File: src/rtl/fetch_queue_if.sv
// Fetch-to-decode queue bus: enqueue handshake, dequeue handshake, flush and status.
// Latency: none, signal bundle only.
// Backpressure: in_ready gates the fetch side, out_ready gates the decode side.
interface fetch_queue_if #(
  parameter int CNT_W = 3
);
  logic             in_valid;
  logic             in_ready;
  logic [31:0]      in_pc;
  logic [31:0]      in_inst;
  logic             flush;
  logic             out_valid;
  logic             out_ready;
  logic [31:0]      out_pc;
  logic [31:0]      out_inst;
  logic [31:0]      out_pcplus4;
  logic [CNT_W-1:0] count;
  logic             halted;

  // Fetch/decode side: drives pushes, pops and redirects.
  modport master (
    output in_valid, in_pc, in_inst, flush, out_ready,
    input  in_ready, out_valid, out_pc, out_inst, out_pcplus4, count, halted
  );

  // Queue side.
  modport slave (
    input  in_valid, in_pc, in_inst, flush, out_ready,
    output in_ready, out_valid, out_pc, out_inst, out_pcplus4, count, halted
  );
endinterface

File: src/rtl/fetch_queue.sv
// Instruction prefetch queue of {pc, inst} pairs between fetch and decode; flush on redirect, halts on the zero word.
// Latency: 1 cycle fall-through from push to head, no same-cycle bypass.
// Backpressure: in_ready drops when full or halted; head holds until out_ready.
module fetch_queue #(
  parameter int DEPTH = 4,
  parameter int CNT_W = 3
) (
  input  logic          clock,
  input  logic          reset_n,
  fetch_queue_if.slave  bus
);
  localparam int PTR_W = $clog2(DEPTH);

  typedef struct packed {
    logic [31:0] pc;
    logic [31:0] inst;
  } entry_t;

  entry_t             mem [DEPTH];
  logic [PTR_W-1:0]   wr_ptr;
  logic [PTR_W-1:0]   rd_ptr;
  logic [CNT_W-1:0]   cnt;
  logic               halt;
  logic               push;
  logic               pop;
  entry_t             head;

  // Ready depends only on registered state so fetch sees a stable answer all cycle.
  assign bus.in_ready  = (cnt != CNT_W'(DEPTH)) && !halt;
  assign bus.out_valid = (cnt != '0);

  // Flush overrides both handshakes; nothing moves on a redirect edge.
  assign push = bus.in_valid  && bus.in_ready  && !bus.flush;
  assign pop  = bus.out_valid && bus.out_ready && !bus.flush;

  // Head is forced to zero when empty so decode never sees stale storage.
  always_comb begin
    head = '0;
    if (cnt != '0) head = mem[rd_ptr];
  end

  assign bus.out_pc      = head.pc;
  assign bus.out_inst    = head.inst;
  assign bus.out_pcplus4 = head.pc + 32'd4;
  assign bus.count       = cnt;
  assign bus.halted      = halt;

  // Storage carries no reset; occupancy is tracked by cnt alone.
  always_ff @(posedge clock) begin
    if (push) mem[wr_ptr] <= '{pc: bus.in_pc, inst: bus.in_inst};
  end

  // Pointers, occupancy and halt flag; flush returns everything to the empty state.
  always_ff @(posedge clock or negedge reset_n) begin
    if (!reset_n) begin
      wr_ptr <= '0;
      rd_ptr <= '0;
      cnt    <= '0;
      halt   <= 1'b0;
    end else if (bus.flush) begin
      wr_ptr <= '0;
      rd_ptr <= '0;
      cnt    <= '0;
      halt   <= 1'b0;
    end else begin
      if (push) begin
        wr_ptr <= wr_ptr + PTR_W'(1);
        if (bus.in_inst == 32'h0000_0000) halt <= 1'b1;
      end
      if (pop) rd_ptr <= rd_ptr + PTR_W'(1);
      case ({push, pop})
        2'b10:   cnt <= cnt + CNT_W'(1);
        2'b01:   cnt <= cnt - CNT_W'(1);
        default: cnt <= cnt;
      endcase
    end
  end
endmodule

File: src/flat_wrapper.sv
// flat-port wrapper written by rule: the top's interface ports become plain ports
module fetch_queue_flat 
#(
  parameter int DEPTH = 4,
  parameter int CNT_W = 3
)
  (clock, reset_n, bus_in_valid, bus_in_pc, bus_in_inst, bus_flush, bus_out_ready, bus_in_ready, bus_out_valid, bus_out_pc, bus_out_inst, bus_out_pcplus4, bus_count, bus_halted);
  fetch_queue_if #(.CNT_W(CNT_W)) bus_i ();
  input  logic clock;
  input  logic reset_n;
  input wire logic [$bits(bus_i.in_valid)-1:0] bus_in_valid;
  input wire logic [$bits(bus_i.in_pc)-1:0] bus_in_pc;
  input wire logic [$bits(bus_i.in_inst)-1:0] bus_in_inst;
  input wire logic [$bits(bus_i.flush)-1:0] bus_flush;
  input wire logic [$bits(bus_i.out_ready)-1:0] bus_out_ready;
  output wire logic [$bits(bus_i.in_ready)-1:0] bus_in_ready;
  output wire logic [$bits(bus_i.out_valid)-1:0] bus_out_valid;
  output wire logic [$bits(bus_i.out_pc)-1:0] bus_out_pc;
  output wire logic [$bits(bus_i.out_inst)-1:0] bus_out_inst;
  output wire logic [$bits(bus_i.out_pcplus4)-1:0] bus_out_pcplus4;
  output wire logic [$bits(bus_i.count)-1:0] bus_count;
  output wire logic [$bits(bus_i.halted)-1:0] bus_halted;
  assign bus_i.in_valid = bus_in_valid;
  assign bus_i.in_pc = bus_in_pc;
  assign bus_i.in_inst = bus_in_inst;
  assign bus_i.flush = bus_flush;
  assign bus_i.out_ready = bus_out_ready;
  assign bus_in_ready = bus_i.in_ready;
  assign bus_out_valid = bus_i.out_valid;
  assign bus_out_pc = bus_i.out_pc;
  assign bus_out_inst = bus_i.out_inst;
  assign bus_out_pcplus4 = bus_i.out_pcplus4;
  assign bus_count = bus_i.count;
  assign bus_halted = bus_i.halted;
  fetch_queue #(.DEPTH(DEPTH), .CNT_W(CNT_W)) u_core (.clock(clock), .reset_n(reset_n), .bus(bus_i));
endmodule
File: config.mk
export PLATFORM = sky130hd
export DESIGN_NAME = fetch_queue_flat
export DESIGN_NICKNAME = d
export VERILOG_FILES = /design/src/rtl/fetch_queue_if.sv /design/src/rtl/fetch_queue.sv /design/src/flat_wrapper.sv
export SDC_FILE = /design/constraint.sdc
export NUM_CORES = 1
export LEC_CHECK = 0
export CELL_PAD_IN_SITES_DETAIL_PLACEMENT = 0
export CELL_PAD_IN_SITES_GLOBAL_PLACEMENT = 2
export CORE_UTILIZATION = 36
export DETAILED_ROUTE_END_ITERATION = 16
export PLACE_DENSITY_LB_ADDON = 0.2
export SKIP_CTS_REPAIR_TIMING = 1
export SLEW_MARGIN = 20
export SYNTH_ARGS = -nofsm -noshare
export SYNTH_HDL_FRONTEND = slang
export SYNTH_SLANG_ARGS = --single-unit
File: constraint.sdc
create_clock -name clock -period 4 [get_ports clock]
set_input_delay 1 -clock clock [delete_from_list [all_inputs] [get_ports clock]]
set_output_delay 1 -clock clock [all_outputs]
set_load 0.005 [all_outputs]
==> impl_metrics.csv <==
group,metric,value,unit
place,portBuffers,170,
route,detail-route-antenna-nets,0,
clocking,clk_latency,0.52,ns
worst_setup_path,critPathMaxFanout,8,
global_route,grt_max_degree,38,
die,core,0.0299,mm²
timing,relSlewSlack,63.0,%
die,fp.dieArea,0.0313,mm²
clocking,numCtsBuffers,26,
timing,rsz0062_at_grt,"yes",
cells_and_area,drive_gt1_share,25.6,%
yosys,synth-seq-cells,264,
global_route,met1_usage,21.6,%
die,initial_core_util,36.9,%
place,place.gp.congestion,0.726,
worst_hold_path,hold_start,"u_core.wr_ptr[1]$_DFFE_PN0P_",
worst_setup_path,r2r-start,"u_core.bus.count[0]$_DFFE_PN0P_",
worst_setup_path,critPathCaptureType,"output pin",
worst_setup_path,crit_family,"simple AND/OR/NAND/NOR gates",
global_route,top_usage_layer,"met2",
place,dp_slack,-0.0884,ns
run_status,violations,"setup timing",
cells_and_area,finish.utilization,48.8,%
die,rows,63,
timing,drv_slew,0,
global_route,grt_pass1_wl,37.9,mm
timing,final_hold_viol_count,0,
route,routed_wl,24.7,mm
cells_and_area,final_nets,884,
run_status,status,"finished, violations left",
place,dpl.hpwl,16.4,mm
global_route,grt_usage,16.0,%
worst_setup_path,crit_buf_inv,4,
power,power,0.00933,W
route,drt_pass1_iterations,5,
global_route,first_global_vias,6391,
clocking,cts_max_path_buffers,3,
yosys,synth-edff-count,256,
die,fp.dieH,177,µm
global_route,grt.met2_usage,27.2,%
worst_setup_path,setup.worst_path.class,"reg -> out",
worst_setup_path,crit_path_start,"u_core.rd_ptr[0]$_DFFE_PN0P_",
global_route,grt_antenna_before_repair,1,
yosys,synth_warnings,0,
yosys,ys_types,42,
timing,fin_skew,0.00938,ns
timing,setup_viol,7,
worst_setup_path,slowest_delay,0.61,ns
route,viasPerCell,4.94,
timing,fin_crit,4.15,ns
timing,tightestPinTransition,0.550,ns
power,powerDensity,640,mW/mm²
yosys,synth_cells,577,
cells_and_area,diodes,0,
clocking,path_clk_slew,0.06,ns
clocking,cts_sinks,264,
global_route,grt_overflow_total,0,
clocking,cts_tree,"built",
yosys,async_flop_share,3.03,%
worst_setup_path,worstPathRequired,3.00,ns
route,wl_per_cell,20.3,µm
route,drc,0,
clocking,cts-root-buf,"clkbuf_16",
yosys,seq_area_frac_synth,71.6,%
yosys,netlist_area,0.0110,mm²
worst_setup_path,cp_slowest_cell,"or4_4",
die,io_pins,171,
power,p_leak,5.09,nW
cells_and_area,nFillCells,2500,
yosys,post_synth.cell_area_avg,19.1,µm²
route,drt-initial-drc-count,249,
timing,timing.fmax,241,MHz
cells_and_area,area_growth,32.4,%
worst_hold_path,hp-class,"reg -> reg",
worst_setup_path,arrival,3.15,ns
timing,fin_ws,-0.148,ns
timing,min_period_over_period,104,%
yosys,synth_nets,652,
yosys,ys.flop_type,"edfxtp_1",
worst_setup_path,startpoint_type,"flop",
power,ir_drop,0.386,mV
worst_setup_path,cp_cell_sequence,"buf_12, mux4_2, nand3_2, or4_4, buf_6, buf_4, nor4_4, xor2_1, buf_2",
route,num_vias,6017,
run,max_cap_viol_count,0,
global_route,globalRouteMet3Util,2.62,%
clocking,cts_max_level,1,
die,die_w,177,µm
==> routing by layer <==
metal,part of all wire (%),vias to the layer above
met5,0,-
met4,1.6,0
met3,5.5,31
met2,50,168
met1,43,3060
li1,-,2758
==> worst min-delay path, cell delays in order, from the launching register on <==
cell and delay, ns:
dfrtp_1 0.39, mux2i_1 0.08, nor2_1 0.08
==> state kept, by name, summed over array words and instances (netlist names) <==
register	cells
u_core.bus.halted	1
u_core.bus.count	3
u_core.rd_ptr	2
u_core.wr_ptr	2
u_core.mem	256
==> path summary, 6_finish.rpt <==
| kind | to | slack (ns) | cells after the start |
|---|---|---|---|
| max reg2reg | u_core.bus.count[2]$_DFFE_PN0P_ | 1.58 | 9 |
| max in group asynchronous | u_core.rd_ptr[1]$_DFFE_PN0P_ | 2.91 | 1 |
| min in group asynchronous | u_core.bus.halted$_DFFE_PN0P_ | 0.77 | 1 |
| min | u_core.wr_ptr[1]$_DFFE_PN0P_ | 0.59 | 2 |
| max | bus_out_pcplus4[28] | -0.15 | 9 |
| min reg2reg | u_core.wr_ptr[1]$_DFFE_PN0P_ | 0.59 | 2 |
==> cells by family (layout without fill, tap and decap cells) <==
family                     count (synthesis)  count (layout)  share of synthesized area, %
AOI/OAI and AO/OA                          6               6                         0.398
xor gates and xnor gates                  33              33                          2.62
adders and majority gates                  6               6                         0.750
buffers and inverters                     44             295                          2.02
DFF                                      264             264                          71.6
muxes                                     69              69                          13.8
and+or+nand+nor                          155             155                          8.77
==> area by class of cell <==
type,instances,area [µm²],share of cell area [%]
clock inverter,11,126,0.867
inverter,14,52.6,0.360
tap,390,488,3.35
timing repair buffer,234,2260,15.5
clock buffer,36,749,5.14
sequential,264,7900,54.1
multi-input combinational,269,3010,20.6
==> placed cells by master (no fill, tap or decap), types with 3 or more instances in the layout <==
cell type | Yosys | final
buf_12 | 1 | 7
clkinv_2 | 0 | 5
xor2_1 | 14 | 14
clkinv_1 | 0 | 3
clkbuf_16 | 0 | 27
nand2_1 | 16 | 14
dlymetal6s2s_1 | 0 | 12
buf_4 | 3 | 51
xnor2_1 | 19 | 19
ha_1 | 5 | 4
inv_2 | 3 | 4
clkbuf_1 | 13 | 5
and2_1 | 62 | 57
nand4_1 | 11 | 11
nor3_1 | 4 | 3
buf_2 | 6 | 12
mux4_2 | 60 | 65
and3_1 | 6 | 4
mux2i_1 | 4 | 4
and4_1 | 3 | 3
edfxtp_1 | 256 | 256
nor2_1 | 16 | 14
nor4_1 | 8 | 8
clkdlybuf4s50_1 | 0 | 146
nor4_4 | 1 | 8
nand4b_1 | 3 | 3
dfrtp_1 | 8 | 6
buf_6 | 3 | 6
nand3_1 | 9 | 9
and2_4 | 0 | 5
clkbuf_8 | 0 | 4
bufinv_16 | 0 | 3
inv_1 | 11 | 10
==> synthesized netlist by cell type, types with 2 or more instances <==
cell,number,area (µm²)
mux4_2,60,1350
buf_2,6,30.0
xor2_1,14,123
and2_1,62,388
nand4b_1,3,26.3
xnor2_1,19,166
nand2_1,16,60.1
buf_6,3,33.8
clkbuf_1,13,48.8
ha_1,5,62.6
nand3_1,9,45.0
and3_1,6,37.5
nand4_1,11,68.8
a21oi_1,2,10.0
nor3_1,4,20.0
nor2_1,16,60.1
mux2i_1,4,40.0
inv_2,3,11.3
nand2b_1,2,12.5
and4_1,3,26.3
buf_4,3,22.5
nor4_2,7,87.6
nor4_1,8,50.1
dfrtp_1,8,200
edfxtp_1,256,7690
mux4_1,5,131
inv_1,11,41.3
buf_1,4,15.0
==> metrics by stage <==
| step | instance area (µm²) | TNS [ns] | hold WS (ns) | std cells |
|---|---|---|---|---|
| after floorplan | 11000 | 0 | 0.538 | 577 |
| after global placement | 13400 | -0.196 | 0.562 | 1143 |
| after detailed placement | 13400 | -0.368 | 0.591 | 1143 |
| after CTS | 14200 | -10.11 | 0.604 | 1190 |
| after global routing | 14600 | -2.54 | 0.647 | 1218 |
| final | 14600 | -0.595 | 0.594 | 1218 |
==> where the power goes <==
part           switching (W)  internal, W  total (W)
logic                0.00158      0.00202    0.00359
registers          0.0000580      0.00322    0.00328
clock network       0.000957      0.00149    0.00245
total                0.00259      0.00673    0.00933
Power figures use the tool's default switching activity.
